<file path="src/rtl/ws_pkg.sv">
// Shared types and constants for the weight-stationary psum collector.
// Optional feature macro used by the collector: WS_PSUM_RELU_EN.
package ws_pkg;

    localparam int unsigned PSUM_W   = 16;
    localparam int unsigned COLS_DEF = 4;

    typedef logic [PSUM_W-1:0]          psum_t;
    typedef psum_t [COLS_DEF-1:0]       psum_row_t;

endpackage

</file>
<file path="src/rtl/ws_delay_line.sv">
// Fixed-length register delay line; STAGES=0 degenerates to a wire.
module ws_delay_line #(
    parameter int unsigned STAGES = 1,
    parameter int unsigned W      = 1
) (
    input  logic         clk,
    input  logic         rst,
    input  logic         clear,
    input  logic [W-1:0] data,
    output logic [W-1:0] delayed
);

    generate
        if (STAGES == 0) begin : g_wire
            logic unused_ctrl;
            assign unused_ctrl = &{1'b0, clk, rst, clear};
            assign delayed     = data;
        end else begin : g_pipe
            logic [W-1:0] stage_q [STAGES];

            // Shift register; clear flushes in-flight entries.
            always_ff @(posedge clk or negedge rst) begin
                if (!rst) begin
                    for (int i = 0; i < STAGES; i++) stage_q[i] <= '0;
                end else if (clear) begin
                    for (int i = 0; i < STAGES; i++) stage_q[i] <= '0;
                end else begin
                    stage_q[0] <= data;
                    for (int i = 1; i < STAGES; i++) stage_q[i] <= stage_q[i-1];
                end
            end

            assign delayed = stage_q[STAGES-1];
        end
    endgenerate

endmodule

</file>
<file path="src/rtl/ws_psum_collector.sv">
// Collects skewed bottom-row psums, aligns them into rows and buffers them
// in a FIFO drained over valid/ready.
// Optional: define WS_PSUM_RELU_EN to clamp negative fields to zero
// (adds one pipeline stage after alignment).
module ws_psum_collector
    import ws_pkg::*;
#(
    parameter int unsigned COLS  = COLS_DEF,
    parameter int unsigned DW    = PSUM_W,
    parameter int unsigned DEPTH = 8
) (
    input  logic               clk,
    input  logic               rst,
    input  logic               clear,
    input  logic [COLS*DW-1:0] in_psum,
    input  logic               in_valid,
    output logic [COLS*DW-1:0] out_data,
    output logic               out_valid,
    input  logic               out_ready,
    output logic [15:0]        row_count,
    output logic               overflow
);

    localparam int unsigned AW = $clog2(DEPTH);
    localparam int unsigned CW = AW + 1;

    logic [COLS*DW-1:0] aligned_row;
    logic               aligned_valid;
    logic [COLS*DW-1:0] wr_row;
    logic               wr_valid;

    // Column c is delayed COLS-1-c cycles so all columns line up with the last.
    for (genvar c = 0; c < COLS; c++) begin : g_col
        ws_delay_line #(.STAGES(COLS - 1 - c), .W(DW)) u_col (
            .clk     (clk),
            .rst     (rst),
            .clear   (clear),
            .data    (in_psum[c*DW +: DW]),
            .delayed (aligned_row[c*DW +: DW])
        );
    end

    ws_delay_line #(.STAGES(COLS - 1), .W(1)) u_valid (
        .clk     (clk),
        .rst     (rst),
        .clear   (clear),
        .data    (in_valid),
        .delayed (aligned_valid)
    );

`ifdef WS_PSUM_RELU_EN
    logic [COLS*DW-1:0] relu_row_c;

    // Zero every field whose sign bit is set.
    always_comb begin
        relu_row_c = aligned_row;
        for (int c = 0; c < COLS; c++) begin
            if (aligned_row[c*DW + DW - 1]) relu_row_c[c*DW +: DW] = '0;
        end
    end

    // Extra stage between alignment and FIFO write.
    always_ff @(posedge clk or negedge rst) begin
        if (!rst) begin
            wr_row   <= '0;
            wr_valid <= 1'b0;
        end else if (clear) begin
            wr_row   <= '0;
            wr_valid <= 1'b0;
        end else begin
            wr_row   <= relu_row_c;
            wr_valid <= aligned_valid;
        end
    end
`else
    assign wr_row   = aligned_row;
    assign wr_valid = aligned_valid;
`endif

    logic [COLS*DW-1:0] mem [DEPTH];
    logic [AW-1:0]      wr_ptr;
    logic [AW-1:0]      rd_ptr;
    logic [AW-1:0]      rd_ptr_n;
    logic [CW-1:0]      count;
    logic [CW-1:0]      count_n;
    logic               full;
    logic               do_wr;
    logic               do_rd;
    logic               drop;
    logic [COLS*DW-1:0] head_n;

    // FIFO next-state: a full write survives only if a read frees the slot.
    always_comb begin
        do_rd    = out_valid && out_ready;
        full     = (count == CW'(DEPTH));
        do_wr    = wr_valid && (!full || do_rd);
        drop     = wr_valid && full && !do_rd;
        rd_ptr_n = do_rd ? rd_ptr + AW'(1) : rd_ptr;
        count_n  = count + CW'(do_wr) - CW'(do_rd);
        if (count_n == '0)
            head_n = '0;
        else if (do_wr && (rd_ptr_n == wr_ptr))
            head_n = wr_row;
        else
            head_n = mem[rd_ptr_n];
    end

    // Row storage; no reset needed since pointers gate visibility.
    always_ff @(posedge clk) begin
        if (do_wr && !clear) mem[wr_ptr] <= wr_row;
    end

    // Pointers, occupancy, registered head and status.
    always_ff @(posedge clk or negedge rst) begin
        if (!rst) begin
            wr_ptr    <= '0;
            rd_ptr    <= '0;
            count     <= '0;
            out_valid <= 1'b0;
            out_data  <= '0;
            row_count <= '0;
            overflow  <= 1'b0;
        end else if (clear) begin
            wr_ptr    <= '0;
            rd_ptr    <= '0;
            count     <= '0;
            out_valid <= 1'b0;
            out_data  <= '0;
            row_count <= '0;
            overflow  <= 1'b0;
        end else begin
            if (do_wr) wr_ptr <= wr_ptr + AW'(1);
            rd_ptr    <= rd_ptr_n;
            count     <= count_n;
            out_valid <= (count_n != '0);
            out_data  <= head_n;
            row_count <= row_count + 16'(do_rd);
            overflow  <= overflow | drop;
        end
    end

endmodule

</file>
<file path="config.mk">
export PLATFORM = sky130hd
export DESIGN_NAME = ws_psum_collector
export DESIGN_NICKNAME = d
export VERILOG_FILES = /design/src/rtl/ws_pkg.sv /design/src/rtl/ws_delay_line.sv /design/src/rtl/ws_psum_collector.sv
export SDC_FILE = /design/constraint.sdc
export NUM_CORES = 1
export LEC_CHECK = 0
export ABC_AREA = 1
export CAP_MARGIN = 30
export CORE_MARGIN = 8
export CORE_UTILIZATION = 49
export DETAILED_ROUTE_END_ITERATION = 8
export PLACE_DENSITY = 0.66
export SLEW_MARGIN = 20
export SYNTH_ARGS = -nofsm -noshare
export SYNTH_HDL_FRONTEND = slang
export SYNTH_SLANG_ARGS = --single-unit
</file>
<file path="constraint.sdc">
create_clock -name clk -period 8.8 [get_ports clk]
set_input_delay 1.76 -clock clk [delete_from_list [all_inputs] [get_ports clk]]
set_output_delay 1.76 -clock clk [all_outputs]
set_load 0.01 [all_outputs]
</file>
==> results of run 1 <==
[worst max-delay path, cell delays in order]
cell and delay [ps]:
clkdlybuf4s50_1 750, nand3_4 500, buf_4 560, nand3_1 230, nand3_1 140, nor2_4 730, buf_4 640, nand3_1 170
nand2_1 110, nor2_1 70
[flip-flops by register name (all words and copies together), names as in the netlist]
register,count
mem,512
out_data,64
g_col.u_col.delayed,48
g_col.u_col.g_pipe.stage_q,48
row_count,16
count,4
rd_ptr,3
wr_ptr,3
u_valid.g_pipe.stage_q,2
out_valid,1
overflow,1
u_valid.delayed,1
[area by class of cell]
cell class,instances,area share [%]
inverter,198,2.28
timing repair buffer,185,5.92
clock inverter,31,0.641
tap,765,2.94
multi-input combinational,1503,20.3
clock buffer,100,6.10
sequential,703,61.8
[cells in the final DEF (no fill, tap or decap), drive strengths merged]
| cell type | n |
|---|---|
| dfrtp | 191 |
| ha | 8 |
| a21oi | 11 |
| edfxtp | 512 |
| nand2 | 639 |
| o21a | 1 |
| nand4 | 3 |
| clkinv | 26 |
| fa | 1 |
| nor2 | 306 |
| bufinv | 2 |
| nand3 | 516 |
| clkinvlp | 1 |
| clkdlybuf4s50 | 148 |
| xor2 | 3 |
| or2 | 1 |
| o21ai | 10 |
| buf | 37 |
| a31oi | 1 |
| inv | 200 |
| nand3b | 1 |
| clkbuf | 100 |
| nor3 | 2 |
[cells by family (layout without fill, tap and decap cells)]
logic type | Yosys count | in the layout
simple gates | 1468 | 1468
flops | 703 | 703
buf+inv | 345 | 514
compound gates | 23 | 23
fa+ha+maj | 9 | 9
xor+xnor | 3 | 3
[metal layers]
layer  vias to the layer above  global-route usage, %
met2                       703                   33.7
met1                      9008                   26.6
li1                       8707                      -
met3                       110                   3.92
met4                         0                   7.74
met5                         -                      0
[power by group through the flow]
stage               registers (mW)  logic [mW]  clock network (mW)
floorplan                     3.93        1.53                   0
global placement              3.91        2.33                   0
detailed placement            3.91        2.39                   0
CTS                           3.85        2.41                2.92
global route                  3.86        2.69                3.06
finish                        3.84        2.42                2.86
[metrics by stage]
step | area [um2] | power [mW]
2_1_floorplan | 28200 | 5.46
3_3_place_gp | 30200 | 6.24
6_report | 32600 | 9.13
3_5_place_dp | 30300 | 6.30
5_1_grt | 32600 | 9.61
4_1_cts | 32500 | 9.17
[final timing paths]
kind | start | end | slack, ps
setup reg to reg | out_valid | out_data[22] | 4900
hold reg to reg | g_col[0].u_col.g_pipe.stage_q[46] | g_col[0].u_col.g_pipe.stage_q[30] | 450
max in group asynchronous | rst | out_data[48] | 6310
min in group asynchronous | rst | g_col[1].u_col.delayed[8] | 1180
hold / removal | g_col[0].u_col.g_pipe.stage_q[46] | g_col[0].u_col.g_pipe.stage_q[30] | 450
setup / recovery | out_ready | out_data[22] | 3590
==> reports/summary.txt, run 1 <==
outcome - completed
FF+latch count, synth - 703
top layer reached by signal wires - met4
1st-pass router iterations - 5
Pint - 6.24 mW
Worst R2R Path Depth - 9
CTS sink cnt - 703
fmax - 0.192 GHz
crit path kind - in -> reg
number of fill cells - 4703
sequential power share - 42.1%
number of global-route vias before repair - 18700
pwr dens - 280 nW/um2
Critical Path AT - 5700 ps
grt total ovfl - 0
Synth area leader - edfxtp_1
Setup Viol. Count Final - 0
met2 WL - 32.7 mm
CTS tree - done
vias per std cell - 5.32
Clk pin slew, worst setup/hold paths - 60 ps
synthesized cell area - 28200 um2
Worst-Skew Late Latency - 610 ps
adder-cell share of the synthesized area - 0.427%
mux share of post-synthesis cell area - 0%
Min Hold Slack - 448 ps
Max Cap Viol - 0
worst hold stages - 2
Req. time, crit path - 9290 ps
M1 WL - 28.0 mm
gp weighted congestion - 0.813
measured slew at the worst slew-check pin - 999 ps
min Tclk post-route - 5210 ps
routed via count - 18500
HPWL after DPL - 35.5 mm
H-Tree Level Count - 3
Period Utilization, post-route - 59.2%
largest family of logic cells by synthesized area - simple AND/OR/NAND/NOR gates
Row Count - 88
Mapped Cells - 2551
Hold WC Path Type - reg -> reg
most common cell in the netlist - nand2_1
setup TNS - 0 ps
Comb pwr share - 26.6%
initial antenna violation count - 0
Worst IR Drop VDD - 0.183 mV
first-pass GRT wire length - 106 mm
most frequent cells after synthesis - nand2_1 (632), nand3_1 (514), edfxtp_1 (512)
largest net degree at the start of global routing - 156
root buffer cell - clkbuf_16
Post-Syn Nets - 2629
Initial Utilization - 49.2%
Critical Path Fanout Max - 58
CTS Buf Count - 71
Finished Core Util - 56.9%
Cells after DPL - 3348
Post-synth top flop - edfxtp_1
RSZ-0062 raised after global routing - false
gr usage total - 20.4%
Area Overhead vs Synth - 15.8%
Port Buffers - 150
# hold bufs at CTS - 0
Placeable Area - 57300 um2
Reg area - 20200 um2
Hold Fails Final Rpt - 0
multi-input combinational cell area - 6620 um2
Synth Area in Simple Gates - 22.2%
Wirelength per Cell - 19.4 um
CTS resizes - 0
CP Capture Type - flip-flop
share of post-route cells with drive strength above 1 - 5.74%
Met3 Wirelength - 5.19 mm
DRT iter0 DRCs - 1632
Die ar. - 65400 um2
antenna fix cells - 0
clk buf depth - 3
register area share after synthesis - 71.6%
Setup WS pre-CTS - 3000 ps
Top Ports - 151
die height - 256 um
top cell type's share of synthesized area - 54.6%
Cell variety after synth - 30
Clk pwr share - 31.4%
# Post-CTS Setup Buffers - 0
complex-gate fraction of the synthesized area - 0.422%
clock skew - 30.7 ps
final WL - 67.5 mm
XOR/XNOR Fraction of Synth Area - 0.0933%
Mean Syn Cell Area - 11.0 um2
P_leak - 13.1 nW
fin nets - 2740
final worst slack - 3590 ps
Final Max Tran Viols - 0
number of remaining DRC errors - 0
NetSw - 2.89 mW
Area contributors post-synth - edfxtp_1 (55%), dfrtp_1 (17%), nand3_1 (9.1%)
CP Launch Type - primary input
relative slew slack - 33.4%
FFs w/ async S/R, synth - 27.2%
Post-synth EDFFs - 512
non-filler cells, final - 3485
net switching fraction of the power - 31.6%
Ys Warns - 0
Die Span X - 256 um
Final ANT Viol Nets - 0
Note: power is estimated with default switching activity, not from simulation.
==> inputs of run 2 (changes only) <==
--- a/config.mk
+++ b/config.mk
@@ -10,7 +10,7 @@
 export CORE_MARGIN = 8
 export CORE_UTILIZATION = 49
 export DETAILED_ROUTE_END_ITERATION = 8
-export PLACE_DENSITY = 0.66
+export PLACE_DENSITY = 0.69
 export SLEW_MARGIN = 20
 export SYNTH_ARGS = -nofsm -noshare
 export SYNTH_HDL_FRONTEND = slang
==> constraint.sdc (replaced) <==
create_clock -name clk -period 4.6 [get_ports clk]
set_input_delay 0.92 -clock clk [delete_from_list [all_inputs] [get_ports clk]]
set_output_delay 0.92 -clock clk [all_outputs]
set_load 0.01 [all_outputs]
==> run 2 against run 1 <==
- non-clock buffer count rose by 13
- flip-flop and latch count is the same
- critical endpoint is now out_data[55]
- via count rose by 1.5%
- clock-buffer cell count increased by 4
- critical path depth rose by 7
==> reports/summary.txt, run 2 (same netlist as run 1, synthesis figures left out) <==
# Post-CTS Setup Buffers - 0 (unchanged)
NetSw - 5.56 mW (+93%)
min Tclk post-route - 3550 ps
net switching fraction of the power - 31.2% (-0.37 points)
Worst-Skew Late Latency - 610 ps (about the same)
final worst slack - 1050 ps (-2540 ps)
Worst IR Drop VDD - 0.409 mV (+120%)
HPWL after DPL - 36.3 mm (+2.4%)
vias per std cell - 5.38 (+1.1%)
Die Span X - 256 um (unchanged)
Top Ports - 151 (unchanged)
Crit-path slowest cell - clkdlybuf4s50_1
root buffer cell - clkbuf_16
Finished Core Util - 57.3% (+0.31 points)
Clk pwr share - 32.4% (+1.0 points)
die height - 256 um (unchanged)
Port Buffers - 150 (unchanged)
Wirelength per Cell - 19.5 um (+0.52%)
Row Count - 88 (unchanged)
Placeable Area - 57300 um2 (unchanged)
multi-input combinational cell area - 6620 um2 (unchanged)
setup TNS - 0 ps (unchanged)
Final Max Tran Viols - 0 (unchanged)
CTS Buf Count - 72 (+1.4%)
Comb pwr share - 26.2% (-0.4 points)
antenna fix cells - 0 (unchanged)
Setup Viol. Count Final - 0 (unchanged)
Hold WC Path Type - in -> async
Pint - 12.2 mW (+96%)
initial antenna violation count - 0 (unchanged)
non-filler cells, final - 3499 (+0.40%)
# hold bufs at CTS - 0 (unchanged)
DRT iter0 DRCs - 1731 (+6.1%)
P_leak - 13.2 nW (+0.78%)
fmax - 0.282 GHz
gp weighted congestion - 0.820 (+0.76%)
most frequent cells in the layout - nand2_1 (629), nand3_1 (514), edfxtp_1 (512), nor2_1 (296), inv_1 (197)
1st-pass router iterations - 6 (+1)
routed via count - 18800 (+1.5%)
Clk pin slew, worst setup/hold paths - 60 ps (about the same)
max reg flops - 512 (unchanged)
R2R Path End - out_data[55]
CP Capture Type - flip-flop
final WL - 68.1 mm (+0.92%)
Hold Fails Final Rpt - 0 (unchanged)
grt total ovfl - 0 (unchanged)
Worst R2R Path Depth - 16 (+7)
largest registers - mem x512, out_data x64
gr usage total - 20.6% (+0.19 points)
flop-to-flop setup slack - 1510 ps (-3390 ps)
crit-path max cell delay - 730 ps (-20 ps)
Setup WS pre-CTS - 463 ps (-2540 ps)
number of remaining DRC errors - 0 (unchanged)
pwr dens - 543 nW/um2 (+94%)
Biggest register - mem
clock skew - 25.6 ps (-5.05 ps)
fin nets - 2754 (+0.51%)
commonest non-fill, non-tap cell in the layout - nand2_1
Area after DPL - 30400 um2 (+0.60%)
Reg area - 20200 um2 (unchanged)
CTS sink cnt - 703 (unchanged)
Final ANT Viol Nets - 0 (unchanged)
Req. time, crit path - 5120 ps (-4170 ps)
Initial Utilization - 49.2% (unchanged)
Critical Path AT - 4070 ps (-1630 ps)
crit path kind - in -> reg
relative slew slack - 34.1% (+0.66 points)
number of global-route vias before repair - 19000 (+1.7%)
Cells after DPL - 3367 (+0.57%)
sequential power share - 41.4% (-0.7 points)
Crit Reg-Reg Startpoint - out_valid
number of fill cells - 4677 (-0.55%)
Die ar. - 65400 um2 (unchanged)
clk buf depth - 3 (unchanged)
CTS tree - done
RSZ-0062 raised after global routing - false
measured slew at the worst slew-check pin - 989 ps (-9.96 ps)
CTS resizes - 0 (unchanged)
largest net degree at the start of global routing - 129 (-17%)
crit path buf inv count - 5 (+2)
CP cell instances - clkdlybuf4s50_1, nand2_8, nand3_1, nand2_2, inv_1, nand2_1, nand2_1, ha_1, inv_1, fa_1, xor2_1, a31oi_1, inv_1, nand2_4, buf_12, nand2_1, nor2_1
outcome - completed
CP Launch Type - primary input
first-pass GRT wire length - 107 mm (+1.7%)
Period Utilization, post-route - 77.1%
share of post-route cells with drive strength above 1 - 6.44% (+0.70 points)
H-Tree Level Count - 3 (unchanged)
Area Overhead vs Synth - 16.5%
design area - 32800 um2 (+0.54%)
CP top delay family - buffers and inverters
Critical Path Fanout Max - 35 (-40%)
Max Cap Viol - 0 (unchanged)
## run 2: power groups by stage
stage | Clock [mW] | Combinational (mW) | Sequential, mW
2_1_floorplan | 0 | 2.92 | 7.52
3_3_place_gp | 0 | 4.55 | 7.49
3_5_place_dp | 0 | 4.67 | 7.50
4_1_cts | 5.85 | 4.69 | 7.37
5_1_grt | 6.09 | 5.20 | 7.39
6_report | 5.77 | 4.67 | 7.37
## run 2: worst max-delay path by stage
stage | start | endpoint | cells after the start
6_report | out_ready | out_data[55] | 17
5_1_grt | out_ready | out_data[55] | 17
4_1_cts | out_ready | out_data[55] | 17
3_5_place_dp | out_ready | out_data[55] | 17
3_3_place_gp | out_ready | out_data[56] | 17
2_1_floorplan | out_ready | mem[0][0] | 7
## run 2: cell type report
class	instances	share of cell area, %
inverters	198	2.27
well taps	765	2.92
clock buffers	104	6.33
flip-flops and latches	703	61.5
clock inverters	28	0.813
repair buffers	198	5.99
multi-input cells	1503	20.2
## run 2: per-stage QoR
| stage | hold WS, ps | power [mW] |
|---|---|---|
| final | 389 | 17.8 |
| after global routing | 474 | 18.7 |
| after CTS | 458 | 17.9 |
| after detailed placement | 445 | 12.2 |
| after global placement | 444 | 12.0 |
| after floorplan | 434 | 10.4 |
## run 2: worst register-to-register path: stages (launching register included)
cell,delay (ps)
dfrtp_1,600
nand2_8,120
nand3_1,120
nand2_2,80
inv_1,90
nand2_1,50
nand2_1,60
ha_1,160
inv_1,60
fa_1,390
xor2_1,190
a31oi_1,160
inv_1,100
nand2_4,300
buf_12,290
nand2_1,120
nor2_1,120
## run 2: per-layer routing
layer  global-route usage (%)  vias to the layer above  wire (um)
met5                        0                        -          0
met4                     7.68                        0       2110
met3                     3.83                      135       5180
met2                     34.4                      759      33300
met1                     26.6                     9183      27500
li1                         -                     8736          -
